File: src/rtl/hazard_fwd_ctrl_pkg.sv
// Shared encodings for the hazard/forwarding controller: result kinds,
// the "source not read" Tuse value and the select codes of every forwarding mux.
package hazard_fwd_ctrl_pkg;

  localparam logic [1:0] KIND_ALU  = 2'd0;
  localparam logic [1:0] KIND_PC8  = 2'd1;
  localparam logic [1:0] KIND_MEM  = 2'd2;

  localparam logic [1:0] TUSE_NONE = 2'd3;

  localparam logic [2:0] SEL_D_RD1   = 3'd0;
  localparam logic [2:0] SEL_D_PC8_E = 3'd1;
  localparam logic [2:0] SEL_D_AO_M  = 3'd2;
  localparam logic [2:0] SEL_D_PC8_M = 3'd3;
  localparam logic [2:0] SEL_D_WD_W  = 3'd4;

  localparam logic [1:0] SEL_E_RD1   = 2'd0;
  localparam logic [1:0] SEL_E_AO_M  = 2'd1;
  localparam logic [1:0] SEL_E_PC8_M = 2'd2;
  localparam logic [1:0] SEL_E_WD_W  = 2'd3;

  localparam logic [0:0] SEL_M_RD2   = 1'b0;
  localparam logic [0:0] SEL_M_WD_W  = 1'b1;

endpackage

File: src/rtl/hazard_fwd_ctrl_fwd_pick.sv
// Priority matcher: source index against up to three producer records,
// slot 0 is the youngest. A matching but not-yet-ready producer yields code 0.
module fwd_pick #(
  parameter int REG_W = 5,
  parameter int SEL_W = 3
) (
  input  logic [REG_W-1:0]           src_i,
  input  logic [2:0][REG_W-1:0]      wr_i,
  input  logic [2:0]                 ok_i,
  input  logic [2:0][SEL_W-1:0]      code_i,
  output logic [SEL_W-1:0]           sel_o
);

  // Walk oldest to youngest so the youngest match overrides.
  always_comb begin
    sel_o = '0;
    for (int i = 2; i >= 0; i--) begin
      if (src_i != '0 && wr_i[i] == src_i)
        sel_o = ok_i[i] ? code_i[i] : '0;
    end
  end

endmodule

File: src/rtl/hazard_fwd_ctrl.sv
// Hazard/forwarding controller for the 5-stage MIPS pipeline.
// Optional stall counter output under `define HAZARD_STALL_CNT_EN.
module hazard_fwd_ctrl
  import hazard_fwd_ctrl_pkg::*;
#(
  parameter int REG_W = 5,
  parameter int TN_W  = 2
) (
  input  logic             clk,
  input  logic             reset,
  input  logic [REG_W-1:0] rs_d,
  input  logic [REG_W-1:0] rt_d,
  input  logic [TN_W-1:0]  tuse_rs_d,
  input  logic [TN_W-1:0]  tuse_rt_d,
  input  logic [REG_W-1:0] wr_d,
  input  logic [TN_W-1:0]  tnew_d,
  input  logic [1:0]       kind_d,
  output logic             stall,
  output logic             flush_e,
  output logic [2:0]       rsd_op,
  output logic [2:0]       rtd_op,
  output logic [1:0]       rse_op,
  output logic [1:0]       rte_op,
  output logic             rtm_op
`ifdef HAZARD_STALL_CNT_EN
  ,
  output logic [31:0]      stall_cnt
`endif
);

  typedef struct packed {
    logic [REG_W-1:0] rs;
    logic [REG_W-1:0] rt;
    logic [REG_W-1:0] wr;
    logic [TN_W-1:0]  tnew;
    logic [1:0]       kind;
  } rec_t;

  rec_t e_q, e_d, m_q, m_d, w_q, w_d;

  // A source stalls D when a producer in E or M cannot deliver by its use cycle.
  function automatic logic late(input logic [REG_W-1:0] src, input logic [TN_W-1:0] tuse,
                                input rec_t e, input rec_t m);
    return (tuse != TN_W'(TUSE_NONE)) && (src != '0) &&
           ((e.wr == src && e.tnew > tuse) || (m.wr == src && m.tnew > tuse));
  endfunction

  assign stall   = late(rs_d, tuse_rs_d, e_q, m_q) || late(rt_d, tuse_rt_d, e_q, m_q);
  assign flush_e = stall;

  always_comb begin
    e_d = stall ? '0 : '{rs: rs_d, rt: rt_d, wr: wr_d, tnew: tnew_d, kind: kind_d};
    m_d = e_q;
    if (e_q.tnew != '0) m_d.tnew = e_q.tnew - TN_W'(1);
    w_d = m_q;
    w_d.tnew = '0;
  end

  always_ff @(posedge clk or posedge reset) begin
    if (reset) begin
      e_q <= '0;
      m_q <= '0;
      w_q <= '0;
    end else begin
      e_q <= e_d;
      m_q <= m_d;
      w_q <= w_d;
    end
  end

  // M can forward only once its result exists and is not still in memory.
  logic       m_ok;
  logic [2:0] d_code_m;
  logic [1:0] e_code_m;
  assign m_ok     = (m_q.tnew == '0) && (m_q.kind == KIND_ALU || m_q.kind == KIND_PC8);
  assign d_code_m = (m_q.kind == KIND_PC8) ? SEL_D_PC8_M : SEL_D_AO_M;
  assign e_code_m = (m_q.kind == KIND_PC8) ? SEL_E_PC8_M : SEL_E_AO_M;

  fwd_pick #(.REG_W(REG_W), .SEL_W(3)) u_pick_rsd (
    .src_i(rs_d), .wr_i({w_q.wr, m_q.wr, e_q.wr}),
    .ok_i({1'b1, m_ok, e_q.kind == KIND_PC8}),
    .code_i({SEL_D_WD_W, d_code_m, SEL_D_PC8_E}), .sel_o(rsd_op));

  fwd_pick #(.REG_W(REG_W), .SEL_W(3)) u_pick_rtd (
    .src_i(rt_d), .wr_i({w_q.wr, m_q.wr, e_q.wr}),
    .ok_i({1'b1, m_ok, e_q.kind == KIND_PC8}),
    .code_i({SEL_D_WD_W, d_code_m, SEL_D_PC8_E}), .sel_o(rtd_op));

  fwd_pick #(.REG_W(REG_W), .SEL_W(2)) u_pick_rse (
    .src_i(e_q.rs), .wr_i({REG_W'(0), w_q.wr, m_q.wr}),
    .ok_i({1'b0, 1'b1, m_ok}),
    .code_i({SEL_E_RD1, SEL_E_WD_W, e_code_m}), .sel_o(rse_op));

  fwd_pick #(.REG_W(REG_W), .SEL_W(2)) u_pick_rte (
    .src_i(e_q.rt), .wr_i({REG_W'(0), w_q.wr, m_q.wr}),
    .ok_i({1'b0, 1'b1, m_ok}),
    .code_i({SEL_E_RD1, SEL_E_WD_W, e_code_m}), .sel_o(rte_op));

  fwd_pick #(.REG_W(REG_W), .SEL_W(1)) u_pick_rtm (
    .src_i(m_q.rt), .wr_i({REG_W'(0), REG_W'(0), w_q.wr}),
    .ok_i(3'b001),
    .code_i({SEL_M_RD2, SEL_M_RD2, SEL_M_WD_W}), .sel_o(rtm_op));

  logic unused_fields;
  assign unused_fields = ^{m_q.rs, w_q.rs, w_q.rt, w_q.tnew, w_q.kind};

`ifdef HAZARD_STALL_CNT_EN
  logic [31:0] cnt_q, cnt_d;
  assign cnt_d     = (stall && cnt_q != '1) ? cnt_q + 32'd1 : cnt_q;
  assign stall_cnt = cnt_q;
  always_ff @(posedge clk or posedge reset) begin
    if (reset) cnt_q <= '0;
    else       cnt_q <= cnt_d;
  end
`endif

endmodule
File: config.mk
export PLATFORM = sky130hd
export DESIGN_NAME = hazard_fwd_ctrl
export DESIGN_NICKNAME = d
export VERILOG_FILES = /design/src/rtl/hazard_fwd_ctrl_pkg.sv /design/src/rtl/hazard_fwd_ctrl_fwd_pick.sv /design/src/rtl/hazard_fwd_ctrl.sv
export SDC_FILE = /design/constraint.sdc
export NUM_CORES = 1
export LEC_CHECK = 0
export CAP_MARGIN = 30
export CORE_MARGIN = 3
export CORE_UTILIZATION = 30
export DETAILED_ROUTE_END_ITERATION = 6
export PLACE_DENSITY = 0.62
export SYNTH_ARGS = -nofsm -noshare
export SYNTH_HDL_FRONTEND = slang
export SYNTH_SLANG_ARGS = --single-unit
File: constraint.sdc
create_clock -name clk -period 2.2 [get_ports clk]
set_input_delay 0.33 -clock clk [delete_from_list [all_inputs] [get_ports clk]]
set_output_delay 0.33 -clock clk [all_outputs]
set_load 0.05 [all_outputs]
==> qor.yml, run 1 <==
slew_headroom: 0.670
finalMaxSlewViolations: 0
yosys_warnings: 0
syn_inst: 234
endpoint_kind: "output pin"
synth-edff-count: 0
clk-insertion-delay-late_ns: 0.30
clock_skew_ns: 0.0111
portBuffers: 37
start_kind: "register"
vdd_drop_max_mv: 0.310
violations: "setup timing"
drive_above_1_share: 0.448
grt_use_met2: 0.260
place_congestion: 0.828
dp.cells: 385
routed_wl_um: 6360
drtPass1Iterations: 4
ys.flop_type: "dfrtp_1"
dieArea_um2: 8520
tritoncts: "yes"
synthesis.nets: 267
rows: 30
synth-async-reset-ratio: 1.00
p_per_area_nw_per_um2: 586
final_cells: 420
dp_worst_setup_slack_ns: -0.315
status: "finished with violations"
tightest_slew_ns: 0.495
grt_start_max_net_pins: 39
final.setup.worst_slack_ns: -0.107
stdcell_area_um2: 3770
reg2reg_depth: 6
fill_cells: 614
postCtsHoldBufs: 0
drtIter0Drc: 53
grt_pass1_wl_um: 9890
r2r_start: "m_q[3]$_DFF_PP0_"
wl_per_cell_um: 15.1
crit_required_ns: 1.87
slowest_stage: "dfrtp_1"
yosysSeqAreaShare: 0.425
max_stage_delay_ns: 0.45
cts_buffers: 5
cp_max_fo: 3
arrival_ns: 1.98
total_leakage_power_nw: 1.69
final_util: 0.538
reg2reg_slack_ns: 0.37
antenna_found_initial: 0
initial_core_util: 0.319
finalSetupTns_ns: -0.386
grt_pass1_vias: 1971
path_clk_slew_ns: 0.08
viasPerCell: 4.67
use_met1: 0.187
finalHoldViolations: 0
yosysUniqueCellTypes: 36
dpl_cell_area_um2: 3040
power_mw: 2.21
min_period_over_period: 1.05
cts_sinks: 38
finalHoldWorstSlack_ns: 0.394
crit_chain: "ha_4 -> a22o_1 -> or3_1 -> o22ai_2 -> or2_4 -> buf_12"
critPathKind: "register to output pin"
rsz0062_at_grt: "yes"
holdCritPathClass: "register to register"
setup_viol: 8
area.growth.synth_to_final_pct: 68.8
core_area_um2: 7020
n_antenna_cell: 0
mappedNetlistArea_um2: 2240
dieHeight_um: 92.3
clock_path_buffers: 2
vias: 1963
grt-busiest-layer: "met2"
max-cap-violations: 0
final_antenna_net_count: 0
post-dp-hpwl_um: 4320
synth-seq-cells: 38
drc: 0
overflow: 0
fmax_mhz: 433
endpoint: "flush_e"
ctsHtreeMaxLevel: 2
grt_use_met3: 0.0252
grt_usage: 0.149
avgSynthCellArea_um2: 9.56
period_minus_slack_ns: 2.31
nets: 356
setup.worst_path.start: "m_q[3]$_DFF_PP0_"
die_w_um: 92.3
io_pins: 38
root_buffer: "clkbuf_8"
rr_endpoint: "e_q[9]$_DFF_PP0_"
## kinds of logic (layout without fill, tap and decap cells)
group,count (synthesis),after routing,share of synthesized area
XOR/XNOR,54,54,0.212
buffers and inverters,44,134,0.0811
adder cells (fa/ha/maj),8,8,0.0448
AND/OR/NAND/NOR,70,70,0.175
flip-flops,38,38,0.425
AO/OA/AOI/OAI,20,20,0.0621
## area by class of cell
| type | count | area [um2] | area share |
|---|---|---|---|
| Tap cell | 96 | 120 | 0.0318 |
| Timing Repair Buffer | 99 | 932 | 0.247 |
| Inverter | 27 | 101 | 0.0269 |
| Multi-Input combinational cell | 152 | 1510 | 0.401 |
| Clock inverter | 2 | 60.1 | 0.0159 |
| Clock buffer | 6 | 82.6 | 0.0219 |
| Sequential cell | 38 | 963 | 0.255 |
## what timing repair did
| item | 4_1_cts | 5_1_grt |
|---|---|---|
| resized for setup | 42 | 49 |
| pin swaps | 22 | 30 |
| buffers inserted | 13 | 16 |
| cloned | 0 | 0 |
| endpoints found under the setup margin | 12 | 12 |
## layout by cell type (no fill, tap or decap), types with 5 or more instances in the layout
master,n
buf_12,7
xnor2_1,23
buf_6,13
dfrtp_2,10
xnor2_2,10
a21oi_1,5
clkdlybuf4s50_1,11
xor2_1,19
dlygate4sd2_1,12
dfrtp_1,28
inv_1,25
clkbuf_8,6
nor3_1,24
nand3_1,5
buf_4,54
nor3_2,5
ha_1,6
## critical path, delay by kind of cell (launching register included)
family                   cells  cell delay (ns)
AND/OR/NAND/NOR              2             0.51
flip-flops                   1             0.45
AO/OA/AOI/OAI                2             0.36
adder cells (fa/ha/maj)      1             0.24
buffers and inverters        1             0.14
## cells in the mapped netlist, types with 2 or more instances
cell type  instances  area share
ha_1               8       0.045
xnor2_1           35        0.14
nand3_1            9       0.020
clkbuf_1          13       0.022
a21oi_1            8       0.018
o31ai_1            2      0.0067
and2_1             2      0.0056
nor3_1            29       0.065
dfrtp_1           38        0.43
or4_1              2      0.0067
or3_1              2      0.0056
inv_1             27       0.045
nand2_1            4      0.0067
nor2b_1            2      0.0056
nand4_1            3      0.0084
nor2_1             4      0.0067
a22o_1             2      0.0078
o41ai_1            4       0.016
xor2_1            19       0.074
buf_4              2      0.0067
nor4_1             4       0.011
## worst min-delay path by stage
stage | endpoint | slack [ns] | start | cells after the start
after floorplan | w_q[6]$_DFF_PP0_ | 0.35 | m_q[6]$_DFF_PP0_ | 0
after global placement | m_q[1]$_DFF_PP0_ | 0.38 | e_q[1]$_DFF_PP0_ | 0
after detailed placement | m_q[1]$_DFF_PP0_ | 0.38 | e_q[1]$_DFF_PP0_ | 0
after CTS | m_q[1]$_DFF_PP0_ | 0.39 | e_q[1]$_DFF_PP0_ | 0
after global routing | m_q[1]$_DFF_PP0_ | 0.42 | e_q[1]$_DFF_PP0_ | 0
final | m_q[1]$_DFF_PP0_ | 0.39 | e_q[1]$_DFF_PP0_ | 0
## routing by layer
metal	share of wire	routed length (um)
met5	0	0
met4	0.025	158
met3	0.036	232
met2	0.52	3310
met1	0.42	2660
## state kept, by name, summed over array words and instances (netlist names)
signal / cells
e_q: 19
m_q: 14
w_q: 5
## report_power, final
part	internal [mW]	switching [mW]
registers	0.755	0.0719
logic	0.334	0.300
clock network	0.484	0.265
total	1.57	0.637
(Power assumes the default switching activity.)
==> run 2, diff against run 1 <==
--- a/config.mk
+++ b/config.mk
@@ -9,7 +9,8 @@
 export CORE_MARGIN = 3
 export CORE_UTILIZATION = 30
 export DETAILED_ROUTE_END_ITERATION = 6
-export PLACE_DENSITY = 0.62
+export PLACE_DENSITY = 0.61
 export SYNTH_ARGS = -nofsm -noshare
 export SYNTH_HDL_FRONTEND = slang
+export SYNTH_HIERARCHICAL = 1
 export SYNTH_SLANG_ARGS = --single-unit
==> qor.yml, run 2 <==
max-cap-violations: 0
holdCritPathClass: "register to register"
violations: "setup timing"
grt_pass1_wl_um: 13500
vias: 2725
routed_wl_um: 8300
grt_usage: 0.153
dieHeight_um: 104
final_antenna_net_count: 0
initial_core_util: 0.309
clock_path_buffers: 2
p_per_area_nw_per_um2: 470
place_congestion: 0.859
rows: 35
avgSynthCellArea_um2: 9.51
critPathKind: "register to output pin"
largest_register: "e_q"
synth-seq-cells: 38
die_w_um: 104
finalHoldWorstSlack_ns: 0.379
layout_commonest_cell: "buf_4"
ys.flop_type: "dfrtp_1"
power_mw: 2.26
regArea_um2: 967
arrival_ns: 2.26
drtPass1Iterations: 4
final_cells: 598
synthTopCellsByCount: "xor2_1 (49), xnor2_1 (44), dfrtp_1 (38), nor3b_1 (19), nand2_1 (17)"
nets: 501
synth_top_area_frac: 0.331
finalHoldViolations: 0
drtIter0Drc: 107
grt_start_max_net_pins: 39
dp_worst_setup_slack_ns: -0.574
top_regs: "e_q x19, m_q x14, w_q x5"
path_clk_slew_ns: 0.08
synth-async-reset-ratio: 1.00
core_area_um2: 9280
multi_input_area_um2: 2450
overflow: 0
postCtsHoldBufs: 0
status: "finished with violations"
rsz0062_at_grt: "yes"
stdcell_area_um2: 4800
drc: 0
fmax_mhz: 386
endpoint_kind: "output pin"
largest_reg_flops: 19
cts_sinks: 38
ys_top_cells_by_area: "dfrtp_1 (33%), xor2_1 (15%), xnor2_1 (13%), nor3b_1 (5.0%), ha_1 (3.5%)"
root_buffer: "clkbuf_8"
finalMaxSlewViolations: 0
drive_above_1_share: 0.365
yosys_warnings: 6
dp.cells: 563
fill_cells: 834
antenna_found_initial: 0
area.growth.synth_to_final_pct: 67.0
portBuffers: 37
synth.most_common_cell: "xor2_1"
viasPerCell: 4.56
io_pins: 38
dieArea_um2: 10800
setup_viol: 12
ctsHtreeMaxLevel: 2
cts_buffers: 5
start_kind: "register"
final.setup.worst_slack_ns: -0.388
total_leakage_power_nw: 2.00
dpl_cell_area_um2: 4100
crit_required_ns: 1.87
period_minus_slack_ns: 2.59
mappedNetlistArea_um2: 2870
grt_pass1_vias: 2798
yosysSeqAreaShare: 0.331
clock_skew_ns: 0.00889
cp_max_fo: 3
final_cell_mix: "buf_4 (60), conb_1 (58), xor2_1 (48), xnor2_1 (41), dfrtp_1 (25)"
n_antenna_cell: 0
clk-insertion-delay-late_ns: 0.29
tritoncts: "yes"
post-dp-hpwl_um: 5990
min_period_over_period: 1.18
vdd_drop_max_mv: 0.267
syn_inst: 302
wl_per_cell_um: 13.9
yosysTopAreaCell: "dfrtp_1"
yosysUniqueCellTypes: 32
synth-edff-count: 0
-- run 2: cell types whose count changed after synthesis, sizes merged, moves of 5 or more --
cell,previous run,this run
a22oi,1,6
inv,27,10
xnor2,35,44
a31oi,0,5
xor2,19,51
and4,1,10
nor2,5,10
nand2,4,17
a41oi,0,6
nor3b,0,19
clkbuf,13,0
nand4,3,15
nor3,29,10
-- run 2: what timing repair did --
action	CTS	global route
endpoints found under the setup margin	32	32
gates resized for setup	65	44
cloned	0	1
setup buffers	19	9
pin swaps	37	26
-- run 2: layout make-up --
cell class                 count  share of cell area
multi-input combinational    303               0.511
clock inverter                 3             0.00835
timing repair buffer         110               0.224
tap                          129              0.0336
clock buffer                   5              0.0143
sequential                    38               0.202
inverter                      10             0.00782
-- run 2: routing by layer --
metal  share of wire  vias to the layer above  track usage
met5               0                        -            0
met3           0.024                       11       0.0199
met4           0.019                        0       0.0475
li1                -                     1359            -
met2            0.50                       45        0.265
met1            0.46                     1310        0.197
-- run 2: worst max-delay path, cell delays in order, from the launching register on --
cell and delay (ns):
dfrtp_2 0.46, ha_4 0.29, a21oi_1 0.06, or4_4 0.53, a221oi_4 0.29, or2_4 0.21, buf_12 0.14
-- run 2: report_power, final --
group	switching [mW]	internal, mW	total, mW
clock network	0.250	0.334	0.584
registers	0.0870	0.755	0.842
logic	0.402	0.428	0.830
-- run 2: metrics by stage --
stage / setup TNS [ns] / util
floorplan: -0.209 / -
global placement: -9.69 / 0.441
detailed placement: -11.39 / 0.441
CTS: -1.89 / 0.485
global route: -2.91 / 0.517
finish: -1.57 / 0.517
-- run 2: path summary, 6_finish.rpt --
| kind | start | endpoint | slack, ns | depth (start not counted) |
|---|---|---|---|---|
| worst max-delay path | e_q[3]$_DFF_PP0_ | flush_e | -0.39 | 6 |
| worst min-delay path | e_q[1]$_DFF_PP0_ | m_q[1]$_DFF_PP0_ | 0.38 | 0 |
| worst max register to register | e_q[3]$_DFF_PP0_ | e_q[15]$_DFF_PP0_ | 0.05 | 6 |
| worst min register to register | e_q[1]$_DFF_PP0_ | m_q[1]$_DFF_PP0_ | 0.38 | 0 |
| max in group asynchronous | reset | m_q[3]$_DFF_PP0_ | 1.38 | 3 |
| min in group asynchronous | reset | m_q[11]$_DFF_PP0_ | 0.44 | 3 |
-- run 2: kinds of logic (layout without fill, tap and decap cells) --
family                     Yosys count  in the layout  share of synthesized area
AOI/OAI and AO/OA                   29             29                     0.0749
xor gates and xnor gates            95             95                      0.295
adders and majority gates            8              8                     0.0348
buffers and inverters               17            128                     0.0270
DFF                                 38             38                      0.331
other                                2             58                    0.00261
and+or+nand+nor                    113            113                      0.235
==> run 3, diff against run 2 <==
--- a/config.mk
+++ b/config.mk
@@ -9,7 +9,8 @@
 export CORE_MARGIN = 3
 export CORE_UTILIZATION = 30
 export DETAILED_ROUTE_END_ITERATION = 6
-export PLACE_DENSITY = 0.61
+export DONT_BUFFER_PORTS = 1
+export PLACE_DENSITY = 0.56
 export SYNTH_ARGS = -nofsm -noshare
 export SYNTH_HDL_FRONTEND = slang
 export SYNTH_HIERARCHICAL = 1
==> constraint.sdc (replaced) <==
create_clock -name clk -period 2.65 [get_ports clk]
set_input_delay 0.3975 -clock clk [delete_from_list [all_inputs] [get_ports clk]]
set_output_delay 0.3975 -clock clk [all_outputs]
set_load 0.05 [all_outputs]
==> qor.yml, run 3 (synthesis gave the netlist of run 2 again) <==
status: "finished with violations"
violations: "setup timing"
r2r_start: "e_q[2]$_DFF_PP0_"
p_per_area_nw_per_um2: 473
path_clk_slew_ns: 0.08
routed_wl_um: 7340
overflow: 0
reg2reg_slack_ns: 0.42
drive_above_1_share: 0.146
rows: 35
finalMaxSlewViolations: 0
stdcell_area_um2: 3660
cts_sinks: 38
drc: 0
vdd_drop_max_mv: 0.304
drtPass1Iterations: 4
post-dp-hpwl_um: 5430
dp_worst_setup_slack_ns: 0.125
min_period_over_period: 1.03
largest_reg_flops: 19
initial_core_util: 0.309
cts_buffers: 5
setup_viol: 2
dpl_cell_area_um2: 3360
place_congestion: 0.856
grt_pass1_wl_um: 12000
total_leakage_power_nw: 1.53
power_mw: 1.73
slew_headroom: 0.453
endpoint_kind: "output pin"
largest_register: "e_q"
rsz0062_at_grt: "yes"
layout_commonest_cell: "conb_1"
die_w_um: 104
comb_power_share: 0.240
p_int_mw: 1.23
top_regs: "e_q x19, m_q x14, w_q x5"
io_pins: 38
antenna_found_initial: 0
p_switching_mw: 0.506
tightest_slew_ns: 0.820
dieArea_um2: 10800
finalSetupTns_ns: -0.157
cp_max_fo: 3
dieHeight_um: 104
ctsHtreeMaxLevel: 2
final_cell_mix: "conb_1 (58), xor2_1 (49), xnor2_1 (44), dfrtp_1 (32), buf_4 (24)"
wl_per_cell_um: 14.3
vias: 2385
arrival_ns: 2.33
crit_required_ns: 2.25
tritoncts: "yes"
grt_usage: 0.136
nets: 416
clk-insertion-delay-late_ns: 0.29
root_buffer: "clkbuf_8"
finalHoldWorstSlack_ns: 0.155
period_minus_slack_ns: 2.73
drtIter0Drc: 145
reg2reg_depth: 8
clock_path_buffers: 2
start_kind: "register"
area.growth.synth_to_final_pct: 27.5
finalHoldViolations: 0
holdCritPathClass: "primary input to async pin"
viasPerCell: 4.65
rr_endpoint: "e_q[18]$_DFF_PP0_"
critPathKind: "register to output pin"
n_antenna_cell: 0
swShare: 0.292
grt_pass1_vias: 2342
clkPwrFrac: 0.348
fmax_mhz: 366
portBuffers: 0
max-cap-violations: 0
grt_start_max_net_pins: 23
core_area_um2: 9280
final.setup.worst_slack_ns: -0.0789
final_antenna_net_count: 0
pwr-share-seq: 0.413
clock_skew_ns: 0.0121
==> run 3: cell count changes in the layout (fill, tap and decap cells not counted), moves of 5 or more <==
| cell | previous run | this run |
|---|---|---|
| buf_4 | 60 | 24 |
| buf_12 | 13 | 1 |
| buf_6 | 12 | 0 |
| clkdlybuf4s50_1 | 10 | 0 |
| dlygate4sd2_1 | 9 | 0 |
| dfrtp_1 | 25 | 32 |
| dfrtp_2 | 13 | 6 |
| a22oi_1 | 0 | 6 |
| a22oi_2 | 6 | 0 |
| a21oi_1 | 3 | 8 |
| a41oi_1 | 1 | 6 |
| a41oi_2 | 5 | 0 |
==> run 3: what timing repair did <==
item	4_1_cts	5_1_grt
gates resized for setup	3	17
setup buffers	2	4
endpoints found under the setup margin	2	4
pin swaps	5	9
hold buffers	0	0
==> run 3: how the worst max path moves through the flow <==
| stage | startpoint | to | slack, ns | cells after the start |
|---|---|---|---|---|
| floorplan | tuse_rs_d[1] | stall | 0.01 | 9 |
| global placement | tuse_rs_d[1] | flush_e | 0.16 | 8 |
| detailed placement | tuse_rs_d[1] | flush_e | 0.13 | 8 |
| CTS | e_q[3]$_DFF_PP0_ | flush_e | -0.15 | 7 |
| global route | e_q[2]$_DFF_PP0_ | stall | -0.16 | 8 |
| finish | e_q[2]$_DFF_PP0_ | flush_e | -0.08 | 8 |
==> run 3: area by class of cell <==
| type | instances | area [um2] |
|---|---|---|
| inverter | 10 | 37.5 |
| fill | 961 | 5620 |
| clock buffer | 6 | 82.6 |
| multi-input combinational | 303 | 2160 |
| clock inverter | 2 | 60.1 |
| timing repair buffer | 25 | 200 |
| sequential | 38 | 958 |
| tap | 129 | 161 |
==> run 3: layer usage <==
layer | wire, um | vias to the layer above | global-route usage
met5 | 0 | - | 0
met4 | 37 | 0 | 0.0218
met3 | 351 | 4 | 0.0242
met2 | 3510 | 49 | 0.225
met1 | 3440 | 1147 | 0.189
li1 | - | 1185 | -
==> run 3: per-stage QoR <==
step | utilization | cells
after CTS | 0.380 | 509
after floorplan | - | 358
final | 0.394 | 513
after global placement | 0.362 | 499
after detailed placement | 0.362 | 499
after global routing | 0.394 | 513
==> run 3: power groups by stage <==
stage	logic [mW]	clock network, mW	registers (mW)
floorplan	0.311	0	0.697
global placement	0.373	0	0.725
detailed placement	0.382	0	0.725
CTS	0.390	0.619	0.714
global route	0.461	0.643	0.724
finish	0.415	0.602	0.715
==> run 3: worst max-delay path, cell delays in order, from the launching register on <==
cell and delay, ns:
dfrtp_1 0.41, inv_2 0.09, ha_4 0.20, nand2_2 0.05, nand4_1 0.10, or4_4 0.56
a221oi_4 0.30, or2_4 0.18, buf_12 0.16
